File: config.mk
export PLATFORM = sky130hd
export DESIGN_NAME = a23_copro_sequencer
export DESIGN_NICKNAME = d
export VERILOG_FILES = /design/src/rtl/a23_copro_sequencer.sv
export SDC_FILE = /design/constraint.sdc
export NUM_CORES = 1
export LEC_CHECK = 0
export BUFFER_PORTS_ARGS = -buffer_cell sky130_fd_sc_hd__buf_2
export CAP_MARGIN = 5
export CORE_UTILIZATION = 40
export CTS_CLUSTER_SIZE = 28
export DETAILED_ROUTE_END_ITERATION = 10
export PLACE_DENSITY = 0.82
export SLEW_MARGIN = 20
export SYNTH_ARGS = -nofsm -noshare
export SYNTH_HDL_FRONTEND = slang
export SYNTH_SLANG_ARGS = --single-unit
File: constraint.sdc
create_clock -name i_clk -period 1.8 [get_ports i_clk]
set_input_delay 0.36 -clock i_clk [delete_from_list [all_inputs] [get_ports i_clk]]
set_output_delay 0.36 -clock i_clk [all_outputs]
set_load 0.02 [all_outputs]
File: src/rtl/a23_copro_sequencer.sv
// ---------------------------------------------------------------------------
// a23_copro_sequencer
//
// Sequences MCR/MRC instructions from the core to a single coprocessor.
// A request is decoded and latched when accepted in IDLE, issued to the
// coprocessor for one or more cycles in ISSUE (held there while the core
// is stalled), optionally waits a cycle for registered read data (MRC),
// then presents a response that is held until the consumer accepts it.
// Requests for any other coprocessor number, or words that are not a
// coprocessor register transfer, complete immediately as undefined.
//
// Ports
//   i_clk, i_rst_n            clock, asynchronous active-low reset
//   i_fetch_stall             core-wide stall; only unstalled edges issue
//   i_req_valid/o_req_ready   request handshake (ready only in IDLE)
//   i_req_instr               MCR/MRC instruction word
//   i_req_wdata               Rd value transferred by MCR
//   o_copro_*                 operation and decoded fields to coprocessor
//   i_copro_read_data         registered MRC read data (cycle after issue)
//   o_rsp_*                   response: valid, rd, data, undef, is_read
//   i_rsp_ready               response handshake
// ---------------------------------------------------------------------------
module a23_copro_sequencer #(
    parameter logic [3:0] COPRO_NUM = 4'd15
) (
    input  logic        i_clk,
    input  logic        i_rst_n,
    input  logic        i_fetch_stall,

    input  logic        i_req_valid,
    output logic        o_req_ready,
    input  logic [31:0] i_req_instr,
    input  logic [31:0] i_req_wdata,

    output logic [2:0]  o_copro_opcode1,
    output logic [2:0]  o_copro_opcode2,
    output logic [3:0]  o_copro_crn,
    output logic [3:0]  o_copro_crm,
    output logic [3:0]  o_copro_num,
    output logic [1:0]  o_copro_operation,
    output logic [31:0] o_copro_write_data,
    input  logic [31:0] i_copro_read_data,

    output logic        o_rsp_valid,
    output logic [3:0]  o_rsp_rd,
    output logic [31:0] o_rsp_data,
    output logic        o_rsp_undef,
    output logic        o_rsp_is_read,
    input  logic        i_rsp_ready
);

    typedef enum logic [1:0] {
        IDLE,
        ISSUE,
        WAIT_RD,
        RESP
    } state_t;

    localparam logic [1:0] OP_NOP = 2'b00;
    localparam logic [1:0] OP_MRC = 2'b01;
    localparam logic [1:0] OP_MCR = 2'b10;

    state_t state;

    // Instruction decode of the word currently offered on the request port.
    logic [2:0] dec_opc1;
    logic       dec_load;
    logic [3:0] dec_crn;
    logic [3:0] dec_rd;
    logic [3:0] dec_cpnum;
    logic [2:0] dec_opc2;
    logic [3:0] dec_crm;
    logic       dec_legal;

    assign dec_opc1  = i_req_instr[23:21];
    assign dec_load  = i_req_instr[20];
    assign dec_crn   = i_req_instr[19:16];
    assign dec_rd    = i_req_instr[15:12];
    assign dec_cpnum = i_req_instr[11:8];
    assign dec_opc2  = i_req_instr[7:5];
    assign dec_crm   = i_req_instr[3:0];

    // Only coprocessor register transfers (cond-independent 1110 class with
    // bit 4 set) to our own coprocessor number are executed.
    assign dec_legal = (i_req_instr[27:24] == 4'b1110) && i_req_instr[4]
                       && (dec_cpnum == COPRO_NUM);

    // All outputs come straight from flops; req_ready, operation and
    // rsp_valid are updated together with the state so they never glitch.
    // NOTE: every register below is written with non-blocking assignments so
    // all flops sample the same pre-edge values, independent of statement order.
    always_ff @(posedge i_clk or negedge i_rst_n) begin
        // NOTE: reset clears every output register, not just the state, so an
        // aborted operation leaves no stale fields or data visible.
        if (!i_rst_n) begin
            state              <= IDLE;
            o_req_ready        <= 1'b1;
            o_copro_operation  <= OP_NOP;
            o_copro_opcode1    <= '0;
            o_copro_opcode2    <= '0;
            o_copro_crn        <= '0;
            o_copro_crm        <= '0;
            o_copro_num        <= '0;
            o_copro_write_data <= '0;
            o_rsp_valid        <= 1'b0;
            o_rsp_rd           <= '0;
            o_rsp_data         <= '0;
            o_rsp_undef        <= 1'b0;
            o_rsp_is_read      <= 1'b0;
        end else begin
            case (state)
                IDLE: begin
                    if (i_req_valid) begin
                        o_copro_opcode1    <= dec_opc1;
                        o_copro_opcode2    <= dec_opc2;
                        o_copro_crn        <= dec_crn;
                        o_copro_crm        <= dec_crm;
                        o_copro_num        <= dec_cpnum;
                        o_rsp_rd           <= dec_rd;
                        // Write data is only meaningful for a legal MCR.
                        o_copro_write_data <= (dec_legal && !dec_load) ? i_req_wdata : '0;
                        // Cleared here; MRC fills it in WAIT_RD, all others stay 0.
                        o_rsp_data         <= '0;
                        o_rsp_undef        <= !dec_legal;
                        o_rsp_is_read      <= dec_legal && dec_load;
                        o_req_ready        <= 1'b0;
                        if (dec_legal) begin
                            state             <= ISSUE;
                            o_copro_operation <= dec_load ? OP_MRC : OP_MCR;
                        end else begin
                            // Undefined: skip the coprocessor entirely.
                            state       <= RESP;
                            o_rsp_valid <= 1'b1;
                        end
                    end
                end

                ISSUE: begin
                    // The coprocessor only acts on unstalled edges, so the
                    // operation is held until one occurs.
                    if (!i_fetch_stall) begin
                        o_copro_operation <= OP_NOP;
                        if (o_rsp_is_read) begin
                            state <= WAIT_RD;
                        end else begin
                            state       <= RESP;
                            o_rsp_valid <= 1'b1;
                        end
                    end
                end

                WAIT_RD: begin
                    // Read data is registered in the coprocessor and valid
                    // this cycle whatever the stall does now.
                    o_rsp_data  <= i_copro_read_data;
                    state       <= RESP;
                    o_rsp_valid <= 1'b1;
                end

                RESP: begin
                    if (i_rsp_ready) begin
                        state       <= IDLE;
                        o_rsp_valid <= 1'b0;
                        o_req_ready <= 1'b1;
                    end
                end

                default: begin
                    state             <= IDLE;
                    o_req_ready       <= 1'b1;
                    o_copro_operation <= OP_NOP;
                    o_rsp_valid       <= 1'b0;
                end
            endcase
        end
    end

endmodule

==> flow_summary.toml <==
[drt]
remaining_drc_errors = 0
vias_per_cell = 5.042
routed_wl_um = 8484
ant_nets = 0
first_iter_violations = 88
post_drt_wl_per_cell_um = 15.31
drt_pass1_iterations = 4
via_count = 2793

[logic_synthesis]
synthArstFlopShare_pct = 100.0
ys_seq_area_share_pct = 64.86
syn_area_um2 = 3628
synth_area_leader_cell = "dfrtp_1"
synth_top_area_share_pct = 64.14
yosys_warnings = 0
synth_edf_count = 0
syn-instance-count = 244
syn_nets = 350
ys_top_cells_by_count = "dfrtp_1, a22o_1, mux2_2, buf_2, inv_1"
synthFlopType = "dfrtp_1"
synthTopCellsByArea = "dfrtp_1, a22o_1, mux2_2, ha_1, buf_8"
avgSynthCellArea_um2 = 14.87
yosysMostFrequentCell = "dfrtp_1"
synth_cell_type_count = 32
synth-seq-cells = 94

[floorplanning]
ios = 193
die_h_um = 97.24
design.core.area_um2 = 8763
start_util_pct = 41.40
fp.dieW_um = 97.24
rows = 34
die_area_um2 = 9456

[clocking]
cts_htree_levels = 3
clock_latency_ps = 350
numCtsBuffers = 9
clock_sinks = 94
cts_tree = "done"
postCtsSetupBuffers = 0
cts_buffer_depth = 2
root_buffer = "clkbuf_8"
clk_pin_slew_ps = 100

[global_route]
grt_pass1_wl_um = 13610
grt_max_degree = 48
grt_overflow_total = 0
groute.usage.overall_pct = 18.09
grt_pass1_vias = 2835
antenna_found_initial = 0

[worst_setup_path]
cp_top_family = "flip-flops"
cp.arrival_ps = 2010
path_depth = 6
path_class = "flop to flop"
crit_chain = "buf_4 -> ha_1 -> nand2b_1 -> nand3_1 -> a221oi_1 -> mux2i_1"
cp-end-kind = "flop"
required_ps = 2060
cp.buffers_inverters = 1
worst_setup_path_start_kind = "flop"
r2r_cells = 6
max_stage_delay_ps = 390
cp_max_fo = 4
cpMaxStageDelayCell = "dfrtp_1"

[power]
leakage_nw = 2.685
vdd.ir_drop.worst_mv = 0.6934
seqPwrFrac_pct = 39.5
switching_share_pct = 37.37
p_int_mw = 4.833
power.density_nw_per_um2 = 1554
power_mw = 7.717
p_sw_mw = 2.884
power_frac_comb_pct = 42.5
clockPowerShare_pct = 18.0

[final_layout]
stdcell_count = 554
fin_nets = 548
final_area_um2 = 4967
syn2layout_area_growth_pct = 36.90
drive_gt1_share_pct = 55.61
fillCellCount = 764
final_util_pct = 56.68
n_antenna_cell = 0

[timing]
fmax_mhz = 570.9
worst_clock_skew_ps = 12.31
setup_ws_ps = 48.35
worst_hold_slack_ps = 219.6
fin_crit_ps = 1752
setup_viol = 0
finalCritPeriodShare_pct = 97.31
slew_violations = 0
max_slew_margin_pct = 66.48
hold_viol_final = 0
setup_tns_ps = 0
worst_pin_slew_ps = 501.6

[min_path]
hold_depth = 2
min-delay-path-class = "input port to flop"

[placed_design]
dpl-instance-area_um2 = 4757
io_buffers = 188
place_hpwl_um = 6178
gp_congestion = 0.8407
dp.cells = 538
place_ws_ps = 37.06

[outcome]
status = "completed"

[run]
maxCapViolations = 0
## what timing repair did
| action | CTS | global route |
|---|---|---|
| hold buffers | 1 | 0 |
| gates resized for setup | 0 | 2 |
| endpoints found under the setup margin | 0 | 69 |
| hold endpoints to repair | 25 | 0 |
## logic make-up after synthesis
family | after synthesis | synth area share (%)
buf+inv | 23 | 4.069
flops | 94 | 64.86
fa+ha+maj | 5 | 1.724
mux | 24 | 7.379
simple gates | 19 | 3.482
compound gates | 79 | 18.48
## worst reg2reg max path, stage by stage (launching register included)
cell and delay (ps):
dfrtp_1 390, buf_4 150, ha_1 240, nand2b_1 120
nand3_1 150, a221oi_1 380, mux2i_1 250
## cell usage in the layout, fill, tap and decap left out, types with 2 or more instances in the layout
cell / count
a22o_1: 64
o311ai_1: 2
nand2b_1: 2
buf_4: 11
a21oi_1: 2
inv_1: 6
o211ai_1: 2
buf_2: 187
dfrtp_1: 93
mux2i_1: 2
mux2_2: 22
buf_12: 5
clkinvlp_4: 2
nand3_1: 3
and3_1: 2
ha_1: 4
nand2_1: 5
o21ai_0: 3
clkbuf_8: 10
## per-layer routing
metal / wire length (um) / up-vias / GRT usage (%)
met4: 89 / 0 / 5.430
met2: 4133 / 131 / 30.28
met5: 0 / - / 0
li1: - / 1309 / -
met3: 555 / 9 / 5.252
met1: 3705 / 1344 / 22.78
## final cells by class
cell class	instances	area, um2	area share [%]
clock buffer	10	137.6	2.771
clock inverter	5	58.81	1.184
inverter	6	22.52	0.4534
multi-input combinational	127	1131	22.77
sequential	94	2354	47.38
tap	108	135.1	2.720
timing repair buffer	204	1129	22.72
## power groups by stage
stage	registers (mW)	logic, mW	clock network (mW)
after global routing	3.12	3.51	1.54
after detailed placement	3.09	3.30	0
after floorplan	3.84	1.35	0
after global placement	3.05	3.20	0
after CTS	3.05	3.31	1.43
final	3.05	3.28	1.39
## sequential cells by signal, indices dropped and copies added (netlist names)
signal	flops
o_req_ready	1
o_rsp_valid	1
o_rsp_data	32
o_rsp_is_read	1
o_copro_operation	2
o_copro_crn	4
state	2
o_copro_opcode1	3
o_copro_write_data	32
o_rsp_rd	4
o_copro_num	4
o_rsp_undef	1
o_copro_crm	4
o_copro_opcode2	3
## path summary, 6_finish.rpt
| kind | startpoint | to | slack [ps] |
|---|---|---|---|
| worst max-delay path | state[0]$_DFFE_PN0P_ | o_rsp_valid$_DFFE_PN0P_ | 50 |
| worst min-delay path | i_req_wdata[26] | o_copro_write_data[26]$_DFFE_PN0P_ | 220 |
| worst max register to register | state[0]$_DFFE_PN0P_ | o_rsp_valid$_DFFE_PN0P_ | 50 |
| worst min register to register | o_rsp_undef$_DFFE_PN0P_ | o_rsp_undef$_DFFE_PN0P_ | 490 |
| max in group asynchronous | i_rst_n | o_copro_write_data[25]$_DFFE_PN0P_ | 770 |
| min in group asynchronous | i_rst_n | o_rsp_data[23]$_DFFE_PN0P_ | 460 |
Note: power is estimated with default switching activity, not from simulation.
